### src/rtl/regfile_wb_ctrl.sv
// Register file write-back controller: post-reset zero-fill, ALU/LSU
// write-port arbitration with starvation guard, and busy-bit scoreboard.
module regfile_wb_ctrl #(
  parameter int STARVE_MAX = 4,
  parameter int XLEN       = 32
) (
  input  logic            clk,
  input  logic            rst_n,
  input  logic            alu_vld,
  input  logic [4:0]      alu_rd,
  input  logic [XLEN-1:0] alu_data,
  output logic            alu_rdy,
  input  logic            lsu_vld,
  input  logic [4:0]      lsu_rd,
  input  logic [XLEN-1:0] lsu_data,
  output logic            lsu_rdy,
  input  logic            iss_vld,
  input  logic [4:0]      iss_rd,
  output logic            iss_rdy,
  input  logic [4:0]      chk_rs1,
  input  logic [4:0]      chk_rs2,
  output logic            rs1_busy,
  output logic            rs2_busy,
  input  logic            flush,
  output logic            rwr_en,
  output logic [4:0]      wr_r,
  output logic [XLEN-1:0] wr_d,
  output logic            init_done
);

  localparam logic [3:0] SMAX = 4'(STARVE_MAX);

  typedef enum logic {INIT, RUN} state_t;

  state_t      state, state_nxt;
  logic [4:0]  idx;
  logic [3:0]  starve;
  logic [31:0] busy, busy_nxt;
  logic        alu_win, lsu_win;

  always_comb begin
    alu_win = 1'b0;
    lsu_win = 1'b0;
    if (init_done) begin
      alu_win = alu_vld & (~lsu_vld | (starve == SMAX));
      lsu_win = lsu_vld & ~alu_win;
    end
  end

  assign alu_rdy  = alu_win;
  assign lsu_rdy  = lsu_win;
  assign iss_rdy  = init_done & ~busy[iss_rd];
  assign rs1_busy = init_done & busy[chk_rs1];
  assign rs2_busy = init_done & busy[chk_rs2];

  always_comb begin
    state_nxt = state;
    unique case (state)
      INIT:    if (idx == 5'd31) state_nxt = RUN;
      RUN:     state_nxt = RUN;
      default: state_nxt = INIT;
    endcase
  end

  always_ff @(posedge clk or negedge rst_n) begin
    if (!rst_n) begin
      state     <= INIT;
      idx       <= 5'd1;
      init_done <= 1'b0;
    end else begin
      state <= state_nxt;
      if (state == INIT) idx <= idx + 5'd1;
      if (state == RUN) init_done <= 1'b1;
    end
  end

  // INIT writes take the port unconditionally; rdy is low then anyway.
  always_ff @(posedge clk or negedge rst_n) begin
    if (!rst_n) begin
      rwr_en <= 1'b0;
      wr_r   <= '0;
      wr_d   <= '0;
    end else begin
      unique case (1'b1)
        state == INIT: begin
          rwr_en <= 1'b1;
          wr_r   <= idx;
          wr_d   <= '0;
        end
        alu_win: begin
          rwr_en <= alu_rd != 5'd0;
          wr_r   <= alu_rd;
          wr_d   <= alu_data;
        end
        lsu_win: begin
          rwr_en <= lsu_rd != 5'd0;
          wr_r   <= lsu_rd;
          wr_d   <= lsu_data;
        end
        default: rwr_en <= 1'b0;
      endcase
    end
  end

  always_ff @(posedge clk or negedge rst_n) begin
    if (!rst_n) begin
      starve <= '0;
    end else if (alu_vld & init_done & ~alu_win) begin
      if (starve != SMAX) starve <= starve + 4'd1;
    end else begin
      starve <= '0;
    end
  end

  // Priority: flush > set > clear.
  always_comb begin
    busy_nxt = busy;
    if (rwr_en) busy_nxt[wr_r] = 1'b0;
    if (iss_vld & iss_rdy) busy_nxt[iss_rd] = 1'b1;
    if (flush) busy_nxt = '0;
    busy_nxt[0] = 1'b0;
  end

  always_ff @(posedge clk or negedge rst_n) begin
    if (!rst_n) busy <= '0;
    else        busy <= busy_nxt;
  end

endmodule

### config.mk
export PLATFORM = sky130hd
export DESIGN_NAME = regfile_wb_ctrl
export DESIGN_NICKNAME = d
export VERILOG_FILES = /design/src/rtl/regfile_wb_ctrl.sv
export SDC_FILE = /design/constraint.sdc
export NUM_CORES = 1
export LEC_CHECK = 0
export ABC_AREA = 1
export BUFFER_PORTS_ARGS = -buffer_cell sky130_fd_sc_hd__buf_2
export CAP_MARGIN = 20
export CELL_PAD_IN_SITES_DETAIL_PLACEMENT = 1
export CELL_PAD_IN_SITES_GLOBAL_PLACEMENT = 1
export CORE_MARGIN = 3
export CORE_UTILIZATION = 37
export CTS_BUF_LIST = sky130_fd_sc_hd__clkbuf_4 sky130_fd_sc_hd__clkbuf_8 sky130_fd_sc_hd__clkbuf_16
export DETAILED_ROUTE_END_ITERATION = 10
export PLACE_DENSITY_LB_ADDON = 0.1
export SYNTH_ARGS = -nofsm -noshare
export SYNTH_HDL_FRONTEND = slang
export SYNTH_SLANG_ARGS = --single-unit
### constraint.sdc
create_clock -name clk -period 2 [get_ports clk]
set_input_delay 0.4 -clock clk [delete_from_list [all_inputs] [get_ports clk]]
set_output_delay 0.4 -clock clk [all_outputs]
set_load 0.01 [all_outputs]
==> run_results.csv <==
group,metric,value,unit
outcome,status,"complete, but fails checks",
outcome,failed_checks,"negative hold slack, negative setup slack",
synthesis,synth.distinct_cells,37,
floorplanning,ioPinCount,139,
global_route,antenna_found_initial,0,
floorplanning,rows,43,
synthesis,ys_ff_latch,80,
place,hpwl,14900,um
timing,relSlewSlack,53.0,%
power,combPwrFrac,28.5,%
clocking,cts_buffers,9,
floorplanning,core,13900,um2
critical_path,crit_arrival,1.72,ns
drt,drt_iter0_drc,390,
global_route,grt_max_degree,34,
clocking,h-tree-depth,3,
critical_path,crit_fanout,2,
timing,rsz0062_at_grt,"yes",
floorplanning,die_h,126,um
power,finalPower,5.15,mW
clocking,cts_hold_buf,0,
finish,postLayoutCellArea,7170,um2
critical_path,cp_cell_sequence,"inv_1 > nor2_1 > nor2_2 > nand2_1 > nand2_2 > nand2_2 > nor2_4 > nand2_2 > nor2_2 > buf_2",
clocking,clkLatencyLatePin,0.35,ns
synthesis,syn_area_per_cell,6.72,um2
floorplanning,chipWidth,126,um
power,clkPwrFrac,34.4,%
synthesis,async_flop_share,100,%
clocking,clkTransAtPathRegs,0.07,ns
critical_path,required,1.60,ns
drt,wl,21600,um
timing,worst_slew_pin_slew,0.705,ns
floorplanning,design.die.area,15800,um2
timing,skew,0.00815,ns
critical_path,slowest_delay,0.42,ns
synthesis,synth_ff_type,"dfrtp_1",
drt,dr.pass1.iters,5,
drt,routedWlPerCell,18.7,um
critical_path,crit_path_end_kind,"primary output",
timing,setup_ws,-0.119,ns
finish,nets,1068,
timing,timing.final.max_slew_violations,0,
power,power_density,718,nW/um2
global_route,grt_use_total,26.0,%
drt,via_per_inst,5.47,
place,placed_area,6400,um2
synthesis,synth_top_area_share,37.3,%
drt,vias,6311,
finish,area_growth,35.3,%
timing,whs,-0.00481,ns
critical_path,cp-start-kind,"flop",
synthesis,synth_nets,888,
timing,setup_viol_count_final,5,
power,power_leakage,3.71,nW
synthesis,synth_area_leader_cell,"dfrtp_1",
drt,drc,0,
clocking,cts_root_buf,"clkbuf_16",
job,drv_cap,0,
clocking,clockBufferDepth,2,
synthesis,synth_cells,789,
power,seq_power_share,37.1,%
power,power.switching,1.73,mW
synthesis,yosysWarnings,0,
timing,max_freq,472,MHz
clocking,cts.sinks,80,
critical_path,cpMostUsedCell,"nand2_2",
power,ir_worst_vdd,0.000386,V
critical_path,setup.worst_path.class,"reg -> out",
floorplanning,start_util,38.0,%
timing,period_needed,2.12,ns
clocking,cts_tree,"built",
global_route,grt-ovfl-total,0,
critical_path,cp_top_family,"simple AND/OR/NAND/NOR gates",
place,port_buffers,138,
timing,hold_viol_final,6,
power,power.internal,3.42,mW
synthesis,ys_top_cells_by_area,"dfrtp_1 37%, nand2_1 17%, inv_1 6.2%",
drt,detail-route-antenna-nets,0,
critical_path,cpMaxStageDelayCell,"dfrtp_1",
hold_path,holdCritPathClass,"in -> async",
place,gp_congestion,0.916,
power,swShare,33.6,%
synthesis,synth_edf_count,0,
synthesis,syn_area,5300,um2
finish,diodes,0,
timing,fin_crit_sh,106,%
global_route,grt_pass1_wl,33300,um
global_route,grt_pass1_vias,6569,
synthesis,ys_seq_area_share,37.8,%
finish,drive_above_1_share,30.4,%
critical_path,path_buf_inv,2,
[layer usage]
layer / wire length, um / vias to the layer above / global-route usage [%]
li1: - / 2929 / -
met1: 9090 / 3059 / 33.3
met2: 10400 / 267 / 44.2
met3: 1350 / 56 / 4.54
met4: 753 / 0 / 9.18
met5: 0 / - / 0
[sequential cells by signal, summed over array words and instances, names as in the netlist]
name,flops
starve,4
rwr_en,1
state,1
busy,31
wr_d,32
idx,5
wr_r,5
init_done,1
[cells in the final DEF, fill, tap and decap left out, drive strengths merged, types with 5 or more instances in the layout]
master,n
nand2,256
buf,200
inv,87
dfrtp,79
nor2,69
a21oi,58
nand3,50
o21ai,47
nand4,33
nor3,20
a21boi,16
clkbuf,16
o211ai,10
clkinvlp,5
[final cells by class]
class	count	area, um2
multi-input combinational	582	2890
tap	180	225
inverter	91	355
clock inverter	4	51.3
sequential	80	2010
timing repair inverter	1	5.00
timing repair buffer	204	1380
clock buffer	12	267
fill	1831	6770
[cell families (layout without fill, tap and decap cells)]
logic type	count (synthesis)	count (layout)	share of synthesized area [%]
and+or+nand+nor	434	434	35.2
AOI/OAI and AO/OA	139	139	14.8
buffers and inverters	127	312	10.4
DFF	80	80	37.8
xor gates and xnor gates	5	5	0.826
adders and majority gates	4	4	0.944
[power by group through the flow]
stage | Sequential (mW) | Clock [mW] | Combinational [mW]
final | 1.91 | 1.77 | 1.47
after global routing | 1.92 | 1.89 | 1.62
after CTS | 1.90 | 1.81 | 1.33
after detailed placement | 1.93 | 0 | 1.26
after global placement | 1.93 | 0 | 1.20
after floorplan | 1.92 | 0 | 0.714
[through the flow]
step,cells,worst slack [ns],TNS (ns),utilization [%],hold WS [ns]
detailed placement,1111,-0.143,-0.193,45.9,0.386
finish,1154,-0.119,-0.284,51.5,-0.00481
floorplan,789,0.184,0,-,0.104
global route,1154,-0.225,-2.99,51.5,0.0142
CTS,1146,-0.0413,-0.0715,49.6,0.00857
global placement,1111,-0.00156,-0.00156,45.9,0.381
[final timing paths]
path | from | to | slack (ns) | depth (start not counted)
max | busy[11]$_DFF_PN0_ | iss_rdy | -0.12 | 10
min | rst_n | busy[26]$_DFF_PN0_ | -0.005 | 1
max reg2reg | busy[11]$_DFF_PN0_ | busy[11]$_DFF_PN0_ | -0.05 | 14
min reg2reg | wr_d[15]$_DFFE_PN0P_ | wr_d[15]$_DFFE_PN0P_ | 0.50 | 2
max in group asynchronous | rst_n | busy[16]$_DFF_PN0_ | 1.34 | 2
min in group clk | lsu_data[20] | wr_d[20]$_DFFE_PN0P_ | 0.25 | 3
[what timing repair did]
item                       in CTS  in global routing
gates resized for setup        39                 43
gates cloned                    0                  6
setup endpoints to repair       5                 36
buffers inserted               19                  5
pin swaps                      16                 18
[worst reg2reg max path, stage by stage (launching register included)]
cell and delay [ns]:
dfrtp_1 0.42, inv_1 0.10, nor2_1 0.07, nor2_2 0.11, nand2_1 0.08, nand2_2 0.08, nand2_2 0.09, nor2_4 0.13
buf_6 0.11, buf_6 0.09, nand4_4 0.17, buf_12 0.23, nand2_2 0.06, nand2_1 0.05, nor2_1 0.18
[synth_stat cells, types with 2 or more instances]
library cell  count
nand4_1          32
xor2_1            3
nor2_1           65
inv_2             2
nor3_1           18
nand2_2           9
nor3_2            2
a21oi_1          58
nand2_1         247
buf_6             8
o21ai_0          43
a21boi_0         16
nor2_2            4
o221ai_1          3
buf_2            11
o211ai_1         10
dfrtp_1          79
inv_1            88
or2_2             2
nand3_1          50
clkbuf_1         16
xnor2_1           2
ha_1              4
o21ai_1           4
No activity file was read; power rests on OpenSTA's default activity.
